--- src/rtl/conv_pkg.sv ---
// Shared width constants for the byte-serial <-> parallel word converters.
package conv_pkg;
    localparam int BYTE_W    = 8;
    localparam int NUM_BYTES = 9;
    localparam int WORD_W    = BYTE_W * NUM_BYTES;
    localparam int CNT_W     = $clog2(NUM_BYTES);
endpackage

--- src/rtl/conv_parallel_to_seq.sv ---
// Parallel word to byte-serial converter, LSB byte first, with one pending word so
// back-to-back words stream at one byte per cycle.
module conv_parallel_to_seq #(
    parameter int BYTE_W    = conv_pkg::BYTE_W,
    parameter int NUM_BYTES = conv_pkg::NUM_BYTES
) (
    input  logic                        i_clk,
    input  logic                        i_rst,
    input  logic [BYTE_W*NUM_BYTES-1:0] data_in,
    input  logic                        valid_in,
    input  logic                        sof_in,
    output logic                        busy_out,
    output logic [BYTE_W-1:0]           data_out,
    output logic                        valid_out,
    output logic                        sof_out,
    input  logic                        busy_in
);
    localparam int WORD_W = BYTE_W * NUM_BYTES;
    localparam int CNT_W  = $clog2(NUM_BYTES);
    localparam logic [CNT_W-1:0] LAST_CNT = CNT_W'(NUM_BYTES - 1);

    logic [WORD_W-1:0] r_sh;
    logic [CNT_W-1:0]  r_cnt;
    logic              r_sh_valid;
    logic              r_sh_sof;
    logic [WORD_W-1:0] r_pend;
    logic              r_pend_valid;
    logic              r_pend_sof;

    logic w_accept;
    logic w_consume;
    logic w_sh_free;

    assign w_accept  = valid_in && !r_pend_valid;
    assign w_consume = r_sh_valid && !busy_in;
    // The shifter can take a new word in the same cycle its last byte leaves.
    assign w_sh_free = !r_sh_valid || (w_consume && (r_cnt == LAST_CNT));

    assign busy_out  = r_pend_valid;
    assign data_out  = r_sh[BYTE_W-1:0];
    assign valid_out = r_sh_valid;
    assign sof_out   = r_sh_valid && r_sh_sof && (r_cnt == '0);

    always_ff @(posedge i_clk) begin
        if (i_rst) begin
            r_sh         <= '0;
            r_cnt        <= '0;
            r_sh_valid   <= 1'b0;
            r_sh_sof     <= 1'b0;
            r_pend       <= '0;
            r_pend_valid <= 1'b0;
            r_pend_sof   <= 1'b0;
        end else if (w_sh_free) begin
            if (r_pend_valid) begin
                r_sh         <= r_pend;
                r_sh_sof     <= r_pend_sof;
                r_cnt        <= '0;
                r_sh_valid   <= 1'b1;
                r_pend_valid <= w_accept;
                if (w_accept) begin
                    r_pend     <= data_in;
                    r_pend_sof <= sof_in;
                end
            end else if (w_accept) begin
                r_sh       <= data_in;
                r_sh_sof   <= sof_in;
                r_cnt      <= '0;
                r_sh_valid <= 1'b1;
            end else begin
                r_sh_valid <= 1'b0;
            end
        end else begin
            if (w_consume) begin
                r_sh  <= r_sh >> BYTE_W;
                r_cnt <= r_cnt + 1'b1;
            end
            if (w_accept) begin
                r_pend       <= data_in;
                r_pend_sof   <= sof_in;
                r_pend_valid <= 1'b1;
            end
        end
    end
endmodule
--- config.mk ---
export PLATFORM = sky130hd
export DESIGN_NAME = conv_parallel_to_seq
export DESIGN_NICKNAME = d
export VERILOG_FILES = /design/src/rtl/conv_pkg.sv /design/src/rtl/conv_parallel_to_seq.sv
export SDC_FILE = /design/constraint.sdc
export NUM_CORES = 1
export LEC_CHECK = 0
export CORE_MARGIN = 10
export CORE_UTILIZATION = 45
export CTS_CLUSTER_SIZE = 20
export DETAILED_ROUTE_END_ITERATION = 10
export GPL_ROUTABILITY_DRIVEN = 0
export GPL_TIMING_DRIVEN = 1
export PLACE_DENSITY = 0.65
export SYNTH_ARGS = -nofsm -noshare
export SYNTH_HDL_FRONTEND = slang
export SYNTH_SLANG_ARGS = --single-unit
--- constraint.sdc ---
create_clock -name i_clk -period 2.8 [get_ports i_clk]
set_input_delay 0.56 -clock i_clk [delete_from_list [all_inputs] [get_ports i_clk]]
set_output_delay 0.56 -clock i_clk [all_outputs]
set_load 0.03 [all_outputs]
==> metrics.yaml, run 1 <==
post-place-ws_ns: 0.446
drt_wl_total_um: 16700
grt.total_usage_pct: 16.5
route.met3.wl_um: 623
maxCapViolations: 0
synth_edf_count: 0
htree_levels: 4
path_max_fanout: 5
clockBufferDepth: 2
dp_hpwl_um: 11000
drt_iter0_drc: 307
clk_pin_slew_ns: 0.06
start_kind: "flip-flop"
maxSlewHeadroom_pct: 69.6
cp_top_family: "buffers and inverters"
grt_pass1_vias: 5257
power_frac_comb_pct: 13.8
p_per_area_nw_per_um2: 632
fp.dieH_um: 143
synth_commonest_cells: "dfxtp_1, nand2_1, a21oi_1"
yosysTopAreaCell: "dfxtp_1"
stdcell_count: 943
synth_cell_types: 31
p_seq_share_pct: 45.7
finalWorstPathRequiredPeriod_ns: 2.48
firstDrtPassIters: 5
cts_num_sinks: 152
cts_tree: "done"
port_buffers: 87
fin_ws_ns: 0.324
placedInstanceArea_um2: 7720
synth.top_cell.area_share_pct: 44.9
critPathBufInv: 2
grt_overflow_total: 0
core-area_um2: 14600
cts_root_buf: "clkbuf_16"
synth.net_count: 771
hold_violations: 0
max_freq_mhz: 404
drive_above_1_share_pct: 17.8
crit_arrival_ns: 1.92
grt_setup_unrepaired: "no"
diodes: 0
synth_seq_area_share_pct: 44.9
initial_utilization_pct: 46.3
synth_area_leaders: "dfxtp_1, mux2_2, mux2i_1"
core.rowCount: 44
skew_ns: 0.00638
via_per_inst: 5.47
via_count: 5161
swShare_pct: 24.4
required_ns: 2.24
fillers: 1232
cpMaxStageDelayCell: "clkdlybuf4s50_1"
p_int_mw: 3.96
placed_cells: 912
dr_wl_met2_um: 7990
cts_hold_buf: 0
grt_pass1_wl_um: 27300
ant_nets: 0
syn_inst: 692
cp-end-kind: "output pin"
p_switching_mw: 1.27
critical_path_class: "reg2out"
post_cts_buffers: 0
setup_viol: 0
yosys_register_bits: 152
areaGrowthSynthToFinish_pct: 22.0
crit_path_max_incr_delay_ns: 0.69
drc_errors: 0
synth_area_um2: 6780
synth_warnings: 0
top_layer_used: "met4"
power.static_leakage_nw: 3.13
wl_met1_um: 7920
fin_area_um2: 8270
tns_ns: 0
clk_latency_ns: 0.42
maxSlewViolCount: 0
peakVddDrop_mv: 0.435
die_area_um2: 20400
io_pins: 88
syn_avg_cell_area_um2: 9.79
cts_made_buffers: 17
post_cts_resized: 0
grt_antenna_before_repair: 0
synthArstFlopShare_pct: 0
yosysMostFrequentCell: "dfxtp_1"
min_path_type: "reg2reg"
pwr-share-clk_pct: 40.6
min_period_over_period_pct: 88.4
status: "finished clean"
die_w_um: 143
grt_max_degree: 89
wl_per_cell_um: 17.7
tightest_slew_ns: 0.456
final_nets: 826
cp_cell_sequence: "inv_1 > ha_1 > nand4b_1 > nor2_1 > clkdlybuf4s50_1"
synth_ff_type: "dfxtp_1"
## cells in the final DEF, fill, tap and decap left out
| master | instances |
|---|---|
| a211o_1 | 1 |
| a211oi_1 | 1 |
| a21oi_1 | 77 |
| a22oi_1 | 9 |
| a31oi_1 | 2 |
| and2_1 | 1 |
| and3b_1 | 1 |
| and4_2 | 1 |
| buf_12 | 6 |
| buf_2 | 1 |
| buf_4 | 7 |
| clkbuf_1 | 7 |
| clkbuf_16 | 18 |
| clkbuf_8 | 5 |
| clkdlybuf4s50_1 | 86 |
| clkinv_2 | 1 |
| dfxtp_1 | 151 |
| dfxtp_4 | 1 |
| ha_1 | 2 |
| inv_1 | 3 |
| mux2_2 | 72 |
| mux2i_1 | 65 |
| nand2_1 | 147 |
| nand2_4 | 1 |
| nand2b_1 | 2 |
| nand3_1 | 3 |
| nand4_1 | 1 |
| nand4b_1 | 1 |
| nand4bb_1 | 1 |
| nor2_1 | 14 |
| nor2b_4 | 1 |
| nor3_1 | 4 |
| o2bb2ai_1 | 44 |
| o2bb2ai_2 | 20 |
| or2_2 | 1 |
| or3_1 | 1 |
## metal layers
layer	up-vias	global-route usage [%]
met5	-	0
met4	0	5.32
met3	12	3.85
met2	86	26.2
met1	2515	21.7
li1	2548	-
## flip-flops by register name, indices dropped and copies added, names as in the netlist
signal      count
r_cnt           4
r_pend         72
busy_out        1
r_pend_sof      1
valid_out       1
r_sh_sof        1
r_sh           72
## worst paths after layout
path / startpoint / to / slack [ns] / cells after the start
worst max-delay path: r_cnt[0] / sof_out / 0.32 / 5
worst min-delay path: r_pend[33] / r_pend[33] / 0.45 / 2
worst max register to register: r_cnt[0] / r_sh[0] / 0.74 / 7
worst min register to register: r_pend[33] / r_pend[33] / 0.45 / 2
## logic make-up (layout without fill, tap and decap cells)
| kind of cell | count (synthesis) | count (layout) | synth area share (%) |
|---|---|---|---|
| adder cells (fa/ha/maj) | 2 | 2 | 0.369 |
| multiplexers | 137 | 137 | 21.6 |
| AO/OA/AOI/OAI | 154 | 154 | 17.2 |
| buffers and inverters | 67 | 134 | 5.26 |
| AND/OR/NAND/NOR | 180 | 180 | 10.7 |
| flip-flops | 152 | 152 | 44.9 |
## power groups by stage
stage                     clock network [mW]  logic (mW)  registers [mW]
after floorplan                            0       0.487            2.40
after global placement                     0       0.707            2.43
after detailed placement                   0       0.722            2.43
after CTS                               2.16       0.726            2.39
after global routing                    2.25       0.785            2.40
final                                   2.12       0.719            2.39
## final cells by class
type	count	area [um2]	share of cell area, %
clock buffer	30	546	6.60
clock inverter	1	5.00	0.0605
inverter	3	11.3	0.136
multi-input combinational	473	3390	41.0
sequential	152	3050	36.8
tap	184	230	2.78
timing repair buffer	100	1040	12.6
## per-stage QoR
| step | hold slack (ns) | total power, mW | util [%] |
|---|---|---|---|
| 2_1_floorplan | 0.432 | 2.89 | - |
| 3_3_place_gp | 0.438 | 3.13 | 52.7 |
| 3_5_place_dp | 0.444 | 3.15 | 52.7 |
| 4_1_cts | 0.454 | 5.28 | 56.5 |
| 5_1_grt | 0.468 | 5.44 | 56.5 |
| 6_report | 0.452 | 5.23 | 56.5 |
## worst min-delay path: stages (launching register included)
cell     delay (ns)
dfxtp_1        0.30
nand2_1        0.05
a21oi_1        0.05
Note: power is estimated with default switching activity, not from simulation.
==> inputs of run 2 (changes only) <==
==> constraint.sdc (replaced) <==
create_clock -name i_clk -period 2.8 [get_ports i_clk]
set_input_delay 0.56 -clock i_clk [delete_from_list [all_inputs] [get_ports i_clk]]
set_output_delay 0.56 -clock i_clk [all_outputs]
set_load 0.005 [all_outputs]
==> run 2 against run 1 <==
Against the previous run:
- clock power fell by 2%
- combinational power decreased by 2.8%
- clock skew increased by 0.0012 ns
- worst hold slack got worse by 0.00079 ns
- die area stayed put
- core utilization is 0.20 points lower
- largest cell class unchanged
- highest routed layer unchanged
==> metrics.yaml, run 2 (same netlist as run 1, synthesis figures left out) <==
status: "finished clean"
grt_setup_unrepaired: "no"
core-area_um2: 14600
htree_levels: 4
grt_pass1_wl_um: 26900
final_nets: 826
clk_pin_slew_ns: 0.05
setup_viol: 0
peakVddDrop_mv: 0.449
cp_top_family: "flip-flops"
post_cts_buffers: 0
wl_per_cell_um: 17.6
required_ns: 2.24
core.rowCount: 44
hold_violations: 0
critPathBufInv: 1
drt_iter0_drc: 307
final_common_cell: "dfxtp_1"
io_pins: 88
clockBufferDepth: 2
path_max_fanout: 10
clk_latency_ns: 0.42
placedInstanceArea_um2: 7720
cts_made_buffers: 17
areaGrowthSynthToFinish_pct: 21.6
die_area_um2: 20400
grt_overflow_total: 0
fin_area_um2: 8240
via_count: 5119
critical_path_class: "reg2out"
finalWorstPathRequiredPeriod_ns: 2.32
cp-end-kind: "output pin"
fillers: 1281
port_buffers: 87
grt_pass1_vias: 5107
cts_root_buf: "clkbuf_16"
crit_cells: 3
maxSlewHeadroom_pct: 63.3
grt_max_degree: 89
dp_hpwl_um: 11000
cpMaxStageDelayCell: "dfxtp_1"
max_freq_mhz: 430
grt_antenna_before_repair: 0
cts_hold_buf: 0
min_period_over_period_pct: 83.0
min_path_type: "reg2reg"
reg.largest.list: "r_pend: 72 flops, r_sh: 72 flops, r_cnt: 4 flops"
grt.total_usage_pct: 16.3
post_cts_resized: 0
initial_utilization_pct: 46.3
tns_ns: 0
cts_tree: "done"
tightest_slew_ns: 0.550
whs_path_depth: 2
start_kind: "flip-flop"
drive_above_1_share_pct: 17.8
diodes: 0
crit_path_max_incr_delay_ns: 0.57
drt_wl_total_um: 16600
p_per_area_nw_per_um2: 625
final_cell_mix: "dfxtp_1, nand2_1, clkdlybuf4s50_1"
power.static_leakage_nw: 3.12
cp_cell_sequence: "nand4b_1 > nor2_1 > clkdlybuf4s50_1"
cts_num_sinks: 152
firstDrtPassIters: 4
maxCapViolations: 0
fp.dieH_um: 143
skew_ns: 0.00762
ant_nets: 0
ff2ff_path_depth: 7
die_w_um: 143
via_per_inst: 5.44
maxSlewViolCount: 0
drc_errors: 0
crit_arrival_ns: 1.76
-- run 2: area by class of cell --
class                      count  area [um2]  area share [%]
clock buffer                  24         472            5.72
clock inverter                 5        50.0           0.607
inverter                       3        11.3           0.137
multi-input combinational    473        3390            41.2
sequential                   152        3050            37.0
tap                          184         230            2.79
timing repair buffer         100        1040            12.6
-- run 2: path summary, 6_finish.rpt --
check,startpoint,to,slack [ns]
worst max-delay path,valid_out,sof_out,0.48
worst min-delay path,r_pend[24],r_pend[24],0.45
worst max register to register,r_cnt[0],r_sh[11],0.74
worst min register to register,r_pend[24],r_pend[24],0.45
-- run 2: worst register-to-register path: stages, from the launching register on --
cell and delay [ns]:
dfxtp_1 0.40, inv_1 0.07, ha_1 0.23, and3b_1 0.21
a211o_1 0.34, or2_2 0.31, buf_12 0.20, o2bb2ai_1 0.22
-- run 2: per-stage QoR --
step | std cells | utilization (%) | hold WS, ns | setup WS, ns | power (mW)
after global placement | 912 | 52.7 | 0.438 | 0.348 | 3.11
after CTS | 941 | 56.3 | 0.453 | 0.469 | 5.19
after detailed placement | 912 | 52.7 | 0.444 | 0.297 | 3.13
after floorplan | 692 | - | 0.432 | 0.956 | 2.86
final | 941 | 56.3 | 0.451 | 0.476 | 5.15
after global routing | 941 | 56.3 | 0.465 | 0.373 | 5.37
-- run 2: power by group --
part	internal, mW	total [mW]	switching, mW	leakage [nW]
combinational	0.357	0.699	0.342	1.62
sequential	2.30	2.39	0.0872	1.24
clock	1.25	2.07	0.819	0.260
total	3.90	5.15	1.25	3.12
-- run 2: routing by layer --
metal	part of all wire [%]	up-vias	track usage, %
li1	-	2551	-
met1	48	2460	21.8
met2	47	97	25.5
met3	4.4	11	4.44
met4	0.98	0	4.29
met5	0	-	0
==> inputs of run 3 (changes only) <==
==> constraint.sdc (replaced) <==
create_clock -name i_clk -period 2.4 [get_ports i_clk]
set_input_delay 0.48 -clock i_clk [delete_from_list [all_inputs] [get_ports i_clk]]
set_output_delay 0.48 -clock i_clk [all_outputs]
set_load 0.005 [all_outputs]
==> run 3 against run 2 <==
Against the previous run:
- clock-buffer cell count is the same
- clock power grew 11%
- final cell count grew 0.21%
- sequential power grew 16%
- first-iteration DRC count grew 0.33%
- sequential share of layout area shrank 0.12 points
- power grew 15%
==> metrics.yaml, run 3 (same netlist as run 1, synthesis figures left out) <==
power.static_leakage_nw: 3.13
die_w_um: 143
cts_tree: "done"
setup_viol: 0
cts_num_sinks: 152
start_kind: "flip-flop"
clk_pin_slew_ns: 0.05
cp-end-kind: "output pin"
grt_overflow_total: 0
post_cts_resized: 0
grt_pass1_wl_um: 26900
port_buffers: 87
drt_iter0_drc: 308
grt_max_degree: 74
htree_levels: 4
status: "finished clean"
ant_nets: 0
drc_errors: 0
min_path_type: "reg2reg"
peakVddDrop_mv: 0.503
max_freq_mhz: 442
cts_hold_buf: 0
final_common_cell: "dfxtp_1"
grt_antenna_before_repair: 0
p_per_area_nw_per_um2: 714
final_util_pct: 56.5
via_per_inst: 5.43
crit_arrival_ns: 1.78
tightest_slew_ns: 0.671
min_period_over_period_pct: 94.2
areaGrowthSynthToFinish_pct: 22.0
tns_ns: 0
finalWorstPathRequiredPeriod_ns: 2.26
rrSetupSlack_ns: 0.33
dp_hpwl_um: 11000
via_count: 5120
die_area_um2: 20400
post_cts_buffers: 0
final_cell_mix: "dfxtp_1, nand2_1, clkdlybuf4s50_1"
skew_ns: 0.00636
cts_root_buf: "clkbuf_16"
drive_above_1_share_pct: 18.1
core.rowCount: 44
drt_wl_total_um: 16600
grt_setup_unrepaired: "no"
core-area_um2: 14600
initial_utilization_pct: 46.3
grt_pass1_vias: 5145
wl_per_cell_um: 17.6
io_pins: 88
critical_path_class: "reg2out"
hold_violations: 0
reg.largest.list: "r_pend: 72 flops, r_sh: 72 flops, r_cnt: 4 flops"
required_ns: 1.92
clk_latency_ns: 0.41
cts_made_buffers: 17
diodes: 0
firstDrtPassIters: 5
clockBufferDepth: 2
maxSlewHeadroom_pct: 55.3
grt.total_usage_pct: 16.4
maxSlewViolCount: 0
final_nets: 828
maxCapViolations: 0
path_max_fanout: 5
fp.dieH_um: 143
## run 3: layout make-up
class | count | area [um2]
Multi-Input combinational cell | 473 | 3390
Sequential cell | 152 | 3050
Inverter | 3 | 11.3
Fill cell | 1281 | 6370
Timing Repair Buffer | 102 | 1090
Clock inverter | 5 | 25.0
Tap cell | 184 | 230
Clock buffer | 24 | 472
## run 3: power by group
group | switching [mW] | internal, mW | total, mW | leakage (nW)
Clock | 0.947 | 1.35 | 2.29 | 0.249
Combinational | 0.404 | 0.427 | 0.831 | 1.64
Sequential | 0.100 | 2.68 | 2.78 | 1.24
## run 3: critical path: stages (launching register included)
cell             delay, ns
dfxtp_1               0.35
inv_1                 0.07
ha_1                  0.19
nand4b_1              0.11
nor2_1                0.13
clkdlybuf4s50_1       0.52
## run 3: metrics by stage
stage	hold WS [ns]	area [um2]	total power [mW]	instances	setup slack, ns
global placement	0.438	7770	3.64	914	0.235
global route	0.467	8270	6.16	943	0.0303
CTS	0.454	8270	5.96	943	0.129
floorplan	0.432	6780	3.34	692	0.556
detailed placement	0.446	7770	3.66	914	0.193
finish	0.451	8270	5.91	943	0.139
## run 3: worst paths after layout
path	end	startpoint	cells past startpoint
min	r_pend[57]	r_pend[57]	2
max reg2reg	r_sh[5]	r_cnt[0]	7
max	sof_out	r_cnt[0]	5
min reg2reg	r_pend[57]	r_pend[57]	2
## run 3: routing by layer
metal  global-route usage (%)  part of all wire (%)
met1                     21.9                    49
met2                     25.2                    45
met3                     4.08                   4.9
met4                     5.92                   1.3
met5                        0                     0
